===== config.mk =====
export PLATFORM = sky130hd
export DESIGN_NAME = rv_alu_structural
export DESIGN_NICKNAME = d
export VERILOG_FILES = /design/src/rtl/alu_pkg.sv /design/src/rtl/alu_shifter.sv /design/src/rtl/rv_alu_structural.sv
export SDC_FILE = /design/constraint.sdc
export NUM_CORES = 1
export LEC_CHECK = 0
export ABC_AREA = 1
export CAP_MARGIN = 5
export CORE_MARGIN = 2
export CORE_UTILIZATION = 43
export DETAILED_ROUTE_END_ITERATION = 10
export PLACE_DENSITY = 0.67
export SETUP_SLACK_MARGIN = 0.15
export SYNTH_ARGS = -nofsm -noshare
export SYNTH_HDL_FRONTEND = slang
export SYNTH_SLANG_ARGS = --single-unit

===== constraint.sdc =====
create_clock -name clk -period 9.2 [get_ports clk]
set_input_delay 2.76 -clock clk [delete_from_list [all_inputs] [get_ports clk]]
set_output_delay 2.76 -clock clk [all_outputs]
set_load 0.01 [all_outputs]

===== src/rtl/alu_pkg.sv =====
// Shared types and constants for the RV32I execute-stage ALU.
// Operation codes follow the funct7[5]/funct3 packing used by the decoder.
package alu_pkg;

    localparam int XLEN    = 32;
    localparam int SHAMT_W = 5;

    typedef enum logic [3:0] {
        ALU_ADD  = 4'b0000,
        ALU_SLL  = 4'b0001,
        ALU_SLT  = 4'b0010,
        ALU_SLTU = 4'b0011,
        ALU_XOR  = 4'b0100,
        ALU_SRL  = 4'b0101,
        ALU_OR   = 4'b0110,
        ALU_AND  = 4'b0111,
        ALU_SUB  = 4'b1000,
        ALU_SRA  = 4'b1101
    } alu_op_t;

    function automatic logic [XLEN-1:0] bit_reverse(input logic [XLEN-1:0] v);
        logic [XLEN-1:0] r;
        for (int i = 0; i < XLEN; i++) begin
            r[i] = v[XLEN-1-i];
        end
        return r;
    endfunction

endpackage


===== src/rtl/alu_shifter.sv =====
// Five-stage logarithmic barrel shifter shared by SLL, SRL and SRA.
// Only a right shifter is built; left shifts mirror the data on the way in and out.
module alu_shifter
    import alu_pkg::*;
(
    input  logic [XLEN-1:0]    data,
    input  logic [SHAMT_W-1:0] shamt,
    input  logic               dir,
    input  logic               arith,
    output logic [XLEN-1:0]    result
);

    logic [XLEN-1:0] stage [0:SHAMT_W];
    logic            fill;

    // arith is only set for SRA, so a mirrored left shift always fills with zero
    assign fill     = arith & data[XLEN-1];
    assign stage[0] = dir ? bit_reverse(data) : data;

    for (genvar i = 0; i < SHAMT_W; i++) begin : g_stage
        assign stage[i+1] = shamt[i]
            ? {{(1 << i){fill}}, stage[i][XLEN-1:(1 << i)]}
            : stage[i];
    end

    assign result = dir ? bit_reverse(stage[SHAMT_W]) : stage[SHAMT_W];

endmodule


===== src/rtl/rv_alu_structural.sv =====
// RV32I execute-stage ALU: shared adder/subtractor, comparators, logic unit,
// barrel shifter, result mux and the EX/MEM result register.
module rv_alu_structural
    import alu_pkg::*;
(
    input  logic            clk,
    input  logic            rst_n,
    input  logic [3:0]      alu_control,
    input  logic [XLEN-1:0] a,
    input  logic [XLEN-1:0] b,
    output logic [XLEN-1:0] result,
    output logic [XLEN-1:0] result_q,
    output logic            zero
);

    alu_op_t         op;
    logic            sub_op;
    logic [XLEN-1:0] b_eff;
    logic [XLEN:0]   sum;
    logic            carry_out;
    logic            overflow;
    logic            slt_bit;
    logic            sltu_bit;
    logic            shift_left;
    logic            shift_arith;
    logic [XLEN-1:0] shift_out;
    logic [XLEN-1:0] result_d;

    assign op = alu_op_t'(alu_control);

    // Comparisons reuse the subtractor rather than building separate comparators
    always_comb begin
        sub_op    = (op == ALU_SUB) || (op == ALU_SLT) || (op == ALU_SLTU);
        b_eff     = b ^ {XLEN{sub_op}};
        sum       = {1'b0, a} + {1'b0, b_eff} + {{XLEN{1'b0}}, sub_op};
        carry_out = sum[XLEN];
        overflow  = (a[XLEN-1] == b_eff[XLEN-1]) && (sum[XLEN-1] != a[XLEN-1]);
        slt_bit   = sum[XLEN-1] ^ overflow;
        sltu_bit  = ~carry_out;
    end

    assign shift_left  = (op == ALU_SLL);
    assign shift_arith = (op == ALU_SRA);

    alu_shifter u_shifter (
        .data   (a),
        .shamt  (b[SHAMT_W-1:0]),
        .dir    (shift_left),
        .arith  (shift_arith),
        .result (shift_out)
    );

    always_comb begin
        result_d = '0;
        case (op)
            ALU_ADD,
            ALU_SUB:  result_d = sum[XLEN-1:0];
            ALU_SLL,
            ALU_SRL,
            ALU_SRA:  result_d = shift_out;
            ALU_SLT:  result_d = {{(XLEN-1){1'b0}}, slt_bit};
            ALU_SLTU: result_d = {{(XLEN-1){1'b0}}, sltu_bit};
            ALU_XOR:  result_d = a ^ b;
            ALU_OR:   result_d = a | b;
            ALU_AND:  result_d = a & b;
            default:  result_d = '0;
        endcase
    end

    assign result = result_d;
    assign zero   = (result_d == '0);

    always_ff @(posedge clk or negedge rst_n) begin
        if (!rst_n) begin
            result_q <= '0;
        end else begin
            result_q <= result_d;
        end
    end

endmodule


==> results.cfg, run 1 <==
[floorplan]
dieArea_um2 = 19300
io_pins = 135
die_width_um = 138.9
die_y_um = 138.9
floorplan.core_area_um2 = 17900
core.rowCount = 49
start_util = 0.4372

[clocking]
cts_max_level = 2
cts_sinks = 32
cts_max_path_buffers = 2
clk_transition_reported_paths_ps = 60
cts_made_buffers = 5
cts_tree = done
root_buffer = sky130_fd_sc_hd__clkbuf_16

[global_routing]
first_pass_grt_wire_length_mm = 54.86
total_routing_usage_gr = 0.3558
grt_antenna_before_repair = 0
vias_in_the_first_global_route = 10200
maximum_number_of_pins_on_one_net_before_global_route_repair = 48
grt_overflow = 0

[worst_setup_path]
setup.worst_path.start_class = input pin
endpoint_kind = output port
critPathMaxFanout = 6
critical_path_required_ps = 6440
critical_path_class = input pin to output port
worstPathArrival_ps = 6280

[place]
numPortBuffers = 134
placed_cells_incl_taps = 1845
post-dp-hpwl_mm = 28.52
routabilityCongestion = 1.057

[timing]
worst_slew_pin_slew_ps = 618.5
final.min_clock_period_ps = 9042
hold_viol = 0
fin_worst_hold_slack_ps = 2882
tcrit_tclk_final = 0.9828
max-slew-margin-rel = 0.5867
final-setup-viol-count = 0
rsz0062_at_grt = true
slew_violations = 0
achievable-frequency_mhz = 110.6
setup_total_negative_slack_ps = 0

[final_layout]
syn2layout_area_growth_pct = 45.56
n_antenna_cell = 0
largest_reg_by_ff_count = result_q
commonest_non_fill_non_tap_cell_in_the_layout = sky130_fd_sc_hd__nand3_1
largest_register_ff_count = 32
layout.nets = 1809
leading_registers_by_flop_count = result_q: 32 flops
post-route-util = 0.6364
final_cells = 1873
layout-drive-gt1-share = 0.2123
layout.filler_cells = 1728
top_library_cells_by_usage_in_the_layout_fill_and_taps_aside = sky130_fd_sc_hd__nand3_1 (358), sky130_fd_sc_hd__nand2_1 (315), sky130_fd_sc_hd__buf_4 (204)

[power]
fin_total_pwr_uw = 1169
power_leakage_uw = 0.005958
power.ir.vdd_worst_mv = 0.1731
cellPowerDensity_nw_per_um2 = 102.6

[yosys]
post_synth_inst_count = 1357
synthDistinctLibCells = 42
seq_area_frac_synth = 0.1023
postSynth.asyncResetShare = 1.000
ys_warn_count = 0
syn_nets = 1523
synth-edff-count = 0
synth-main-ff-cell = sky130_fd_sc_hd__dfrtp_1
syn_avg_cell_area_um2 = 5.767
synth-seq-cells = 32
synthesis.area_um2 = 7826

[drt]
antenna_violating_nets_post_route = 0
dr.pass1.iters = 5
initialDrtViolationCount = 1164
wl_mm = 35.85
vias = 10900
wire_per_inst_um = 19.14
vias_per_cell = 5.818
remaining_design_rule_violation_count = 0

[min_path]
min-delay-path-class = input pin to asynchronous set/reset pin

[outcome]
run_status = finished clean

[flow_run]
drv_cap = 0
[path summary, 6_finish.rpt]
path | from | to | slack (ps)
max in group asynchronous | rst_n | result_q[6] | 6030
min | rst_n | result_q[25] | 2880
min in group clk | alu_control[2] | result_q[4] | 3410
max | alu_control[1] | result[12] | 160
[cells by family (layout without fill, tap and decap cells)]
| logic type | Yosys count | in the layout | synth area share |
|---|---|---|---|
| adder cells (fa/ha/maj) | 96 | 96 | 0.1544 |
| XOR/XNOR | 34 | 34 | 0.03805 |
| AO/OA/AOI/OAI | 154 | 154 | 0.1169 |
| flip-flops | 32 | 32 | 0.1023 |
| AND/OR/NAND/NOR | 843 | 844 | 0.4838 |
| buffers and inverters | 198 | 484 | 0.1046 |
[synthesized netlist by cell type, types with 5 or more instances]
cell,n,area (um2)
sky130_fd_sc_hd__nand3_1,365,1827
sky130_fd_sc_hd__dfrtp_1,32,800.8
sky130_fd_sc_hd__nor2_1,102,382.9
sky130_fd_sc_hd__nand3_2,11,110.1
sky130_fd_sc_hd__o21ai_0,42,210.2
sky130_fd_sc_hd__clkbuf_1,26,97.59
sky130_fd_sc_hd__inv_1,125,469.2
sky130_fd_sc_hd__buf_4,5,37.54
sky130_fd_sc_hd__nand2_2,11,68.82
sky130_fd_sc_hd__nand2_1,328,1231
sky130_fd_sc_hd__a221oi_1,22,192.7
sky130_fd_sc_hd__a21oi_1,62,310.3
sky130_fd_sc_hd__xor2_1,32,280.3
sky130_fd_sc_hd__buf_1,13,48.80
sky130_fd_sc_hd__o211ai_1,7,52.55
sky130_fd_sc_hd__buf_2,19,95.09
sky130_fd_sc_hd__or2_2,8,50.05
sky130_fd_sc_hd__ha_1,95,1189
sky130_fd_sc_hd__nor3_1,10,50.05
[per-stage QoR]
step	cell area (um2)	setup WS, ps
2_1_floorplan	7826	598.2
4_1_cts	11060	70.36
6_report	11390	158.3
5_1_grt	11390	-27.52
3_5_place_dp	10630	-555.2
3_3_place_gp	10630	-519.9
[repair_timing]
action | 4_1_cts | 5_1_grt
gates cloned | 1 | 1
hold buffers | 0 | 0
gates resized for setup | 76 | 77
buffers inserted | 8 | 10
setup endpoints to repair | 29 | 30
pin swaps | 16 | 28
[layout make-up]
cell class	instances	area, um2	share of cell area
clock buffer	5	125.1	0.01098
clock inverter	3	42.54	0.003734
inverter	131	494.2	0.04338
multi-input combinational	1128	6625	0.5815
sequential	32	800.8	0.07029
tap	229	286.5	0.02515
timing repair buffer	345	3018	0.2649
[worst max-delay path, cell delays in order]
cell                              delay [ps]
sky130_fd_sc_hd__dlygate4sd2_1           320
sky130_fd_sc_hd__nor2_4                  170
sky130_fd_sc_hd__nand3_4                 140
sky130_fd_sc_hd__nand2_8                 140
sky130_fd_sc_hd__buf_4                   120
sky130_fd_sc_hd__xor2_1                  140
sky130_fd_sc_hd__ha_1                    310
sky130_fd_sc_hd__buf_6                   150
sky130_fd_sc_hd__nand2_1                  80
sky130_fd_sc_hd__nor2_2                   50
sky130_fd_sc_hd__a21oi_2                 180
sky130_fd_sc_hd__buf_4                   140
sky130_fd_sc_hd__o21bai_1                 50
sky130_fd_sc_hd__buf_4                   140
sky130_fd_sc_hd__buf_4                   130
sky130_fd_sc_hd__xnor2_1                 160
sky130_fd_sc_hd__o21ai_2                 270
sky130_fd_sc_hd__inv_1                    90
sky130_fd_sc_hd__nand2_2                  80
sky130_fd_sc_hd__buf_4                   100
sky130_fd_sc_hd__clkdlybuf4s50_1         540
[layer usage]
layer,part of all wire,vias up,global-route usage
met2,0.43,612,0.5546
met5,0,-,0
met1,0.41,5009,0.4632
li1,-,5153,-
met4,0.067,0,0.2084
met3,0.091,123,0.06077
[where the power goes]
part	switching [uW]	internal, uW	leakage, uW
clock network	56.3	127	0.0000798
logic	457	365	0.00547
registers	4.67	159	0.000411
Power figures use the tool's default switching activity.
==> run 2: changes to the inputs <==
--- a/config.mk
+++ b/config.mk
@@ -12,6 +12,7 @@
 export DETAILED_ROUTE_END_ITERATION = 10
 export PLACE_DENSITY = 0.67
 export SETUP_SLACK_MARGIN = 0.15
+export SKIP_LAST_GASP = 1
 export SYNTH_ARGS = -nofsm -noshare
 export SYNTH_HDL_FRONTEND = slang
 export SYNTH_SLANG_ARGS = --single-unit
==> constraint.sdc (replaced) <==
create_clock -name clk -period 9.2 [get_ports clk]
set_input_delay 1.84 -clock clk [delete_from_list [all_inputs] [get_ports clk]]
set_output_delay 1.84 -clock clk [all_outputs]
set_load 0.01 [all_outputs]
==> run 2 against run 1 <==
Against the previous run:
- worst hold slack worse by 920 ps
- largest cell class unchanged
- power is 17% lower
- setup slack better by 670 ps
- critical endpoint is now zero
==> results.cfg, run 2 (synthesized netlist as in run 1, its figures left out) <==
[power]
clock_power_share = 0.188
power.net_switching_uw = 451.4
internal-power_uw = 517.7
sequentialPowerShare = 0.169
cellPowerDensity_nw_per_um2 = 102.7
sw_frac_of_total = 0.4658
power_leakage_uw = 0.004678
combinationalPowerShare = 0.643
power.ir.vdd_worst_mv = 0.2066

[worst_setup_path]
critical_path_class = input pin to output port
setup.worst_path.start_class = input pin
critical_path.slowest_cell = sky130_fd_sc_hd__clkdlybuf4s50_1
crit_path_cell_trace = clkdlybuf4s50_1 > inv_2 > nand3_1 > nand2_2 > buf_4 > xor2_1 > ha_1 > a21oi_1 > o21ai_0 > a21oi_1 > nor2_1 > nor3_1 > o21ai_1 > or2_2 > nand3_1 > nand3_2 > nor2_1 > nand2_1 > nor2_1 > nand2_1 > nor2_1 > clkdlybuf4s50_1
endpoint_kind = output port
critPathMaxFanout = 18
max_stage_delay_ps = 590
worstPathArrival_ps = 6530
most_numerous_cell_on_the_critical_path = sky130_fd_sc_hd__nor2_1
critical_path_required_ps = 7360

[drt]
wire_per_inst_um = 19.91
remaining_design_rule_violation_count = 0
vias_per_cell = 5.856
vias = 9820
antenna_violating_nets_post_route = 0
wl_mm = 33.38
initialDrtViolationCount = 1071
dr.pass1.iters = 5

[place]
routabilityCongestion = 0.9984
post_dp_cell_area_um2 = 9271
placement.setup.worst_slack_ps = 896.5
numPortBuffers = 134
post-dp-hpwl_mm = 27.33

[final_layout]
n_antenna_cell = 0
layout.filler_cells = 1879
post-route-util = 0.5270
layout-drive-gt1-share = 0.04489
top_library_cells_by_usage_in_the_layout_fill_and_taps_aside = sky130_fd_sc_hd__nand3_1 (365), sky130_fd_sc_hd__nand2_1 (327), sky130_fd_sc_hd__clkdlybuf4s50_1 (134)
largest_register_ff_count = 32
syn2layout_area_growth_pct = 20.56
finish.instance_area_um2 = 9435
commonest_non_fill_non_tap_cell_in_the_layout = sky130_fd_sc_hd__nand3_1
layout.nets = 1613
leading_registers_by_flop_count = result_q: 32 flops
largest_reg_by_ff_count = result_q

[min_path]
min-delay-path-class = input pin to asynchronous set/reset pin

[outcome]
run_status = finished clean

[flow_run]
drv_cap = 0

[timing]
max-slew-margin-rel = 0.3105
rsz0062_at_grt = false
final.min_clock_period_ps = 8368
final-setup-viol-count = 0
fin_worst_hold_slack_ps = 1959
worst_slew_pin_slew_ps = 1028
achievable-frequency_mhz = 119.5
tcrit_tclk_final = 0.9095
slew_violations = 0
final_critical_path_setup_slack_ps = 832.5
setup_total_negative_slack_ps = 0
hold_viol = 0

[floorplan]
dieArea_um2 = 19300
start_util = 0.4372
floorplan.core_area_um2 = 17900
core.rowCount = 49
io_pins = 135
die_y_um = 138.9
die_width_um = 138.9

[global_routing]
first_pass_grt_wire_length_mm = 51.11
grt_antenna_before_repair = 1
total_routing_usage_gr = 0.3356
maximum_number_of_pins_on_one_net_before_global_route_repair = 37
grt_overflow = 0
vias_in_the_first_global_route = 8891

[clocking]
post_cts_buffers = 0
root_buffer = sky130_fd_sc_hd__clkbuf_16
cts_sinks = 32
cts_resized = 0
clk_transition_reported_paths_ps = 50
cts_tree = done
cts_max_level = 2
cts_hold_buf = 0
cts_max_path_buffers = 2
cts_made_buffers = 5
## run 2: cell types whose count changed in the layout (fill, tap and decap cells not counted), moves of 17 or more
cell and delta:
sky130_fd_sc_hd__a21oi_1 +25, sky130_fd_sc_hd__a21oi_2 -25, sky130_fd_sc_hd__buf_4 -188, sky130_fd_sc_hd__clkdlybuf4s50_1 +27
sky130_fd_sc_hd__nor2_1 +17, sky130_fd_sc_hd__nor2_2 -17, sky130_fd_sc_hd__o21ai_0 +17
## run 2: worst max-delay path, delay by kind of cell
| kind | cells | cell delay (ps) |
|---|---|---|
| adder cells (fa/ha/maj) | 1 | 330 |
| XOR/XNOR | 1 | 230 |
| AND/OR/NAND/NOR | 12 | 1610 |
| AO/OA/AOI/OAI | 4 | 780 |
| buffers and inverters | 4 | 1730 |
## run 2: worst max path at each step
| stage | from | end | slack (ps) | cells past startpoint |
|---|---|---|---|---|
| floorplan | alu_control[2] | zero | 2440 | 23 |
| global placement | alu_control[2] | zero | 820 | 22 |
| detailed placement | alu_control[1] | zero | 900 | 22 |
| CTS | alu_control[2] | zero | 870 | 22 |
| global route | alu_control[1] | zero | 460 | 22 |
| finish | alu_control[2] | zero | 830 | 22 |
## run 2: area by class of cell
class,instances,area [um2],area share
Multi-Input combinational cell,1127,6228,0.6601
Timing Repair Buffer,150,1461,0.1549
Sequential cell,32,800.8,0.08487
Inverter,131,494.2,0.05238
Tap cell,229,286.5,0.03037
Clock buffer,6,128.9,0.01366
Clock inverter,2,35.03,0.003713
## run 2: routing by layer
layer / track usage / up-vias / routed length (um)
li1: - / 4757 / -
met1: 0.4633 / 4487 / 14290
met2: 0.5196 / 510 / 14530
met3: 0.06354 / 64 / 3188
met4: 0.1287 / 2 / 1359
met5: 0 / - / 16
## run 2: stage by stage
stage / power (uW) / cells
2_1_floorplan: 530.7 / 1357
3_3_place_gp: 773.8 / 1669
3_5_place_dp: 775.4 / 1669
4_1_cts: 961.4 / 1677
5_1_grt: 1039 / 1677
6_report: 969.1 / 1677
## run 2: power groups by stage
| stage | clock, uW | combinational (uW) | sequential [uW] |
|---|---|---|---|
| after CTS | 186 | 612 | 164 |
| after detailed placement | 0 | 609 | 166 |
| after global placement | 0 | 608 | 166 |
| after floorplan | 0 | 355 | 176 |
| final | 183 | 623 | 164 |
| after global routing | 191 | 683 | 166 |
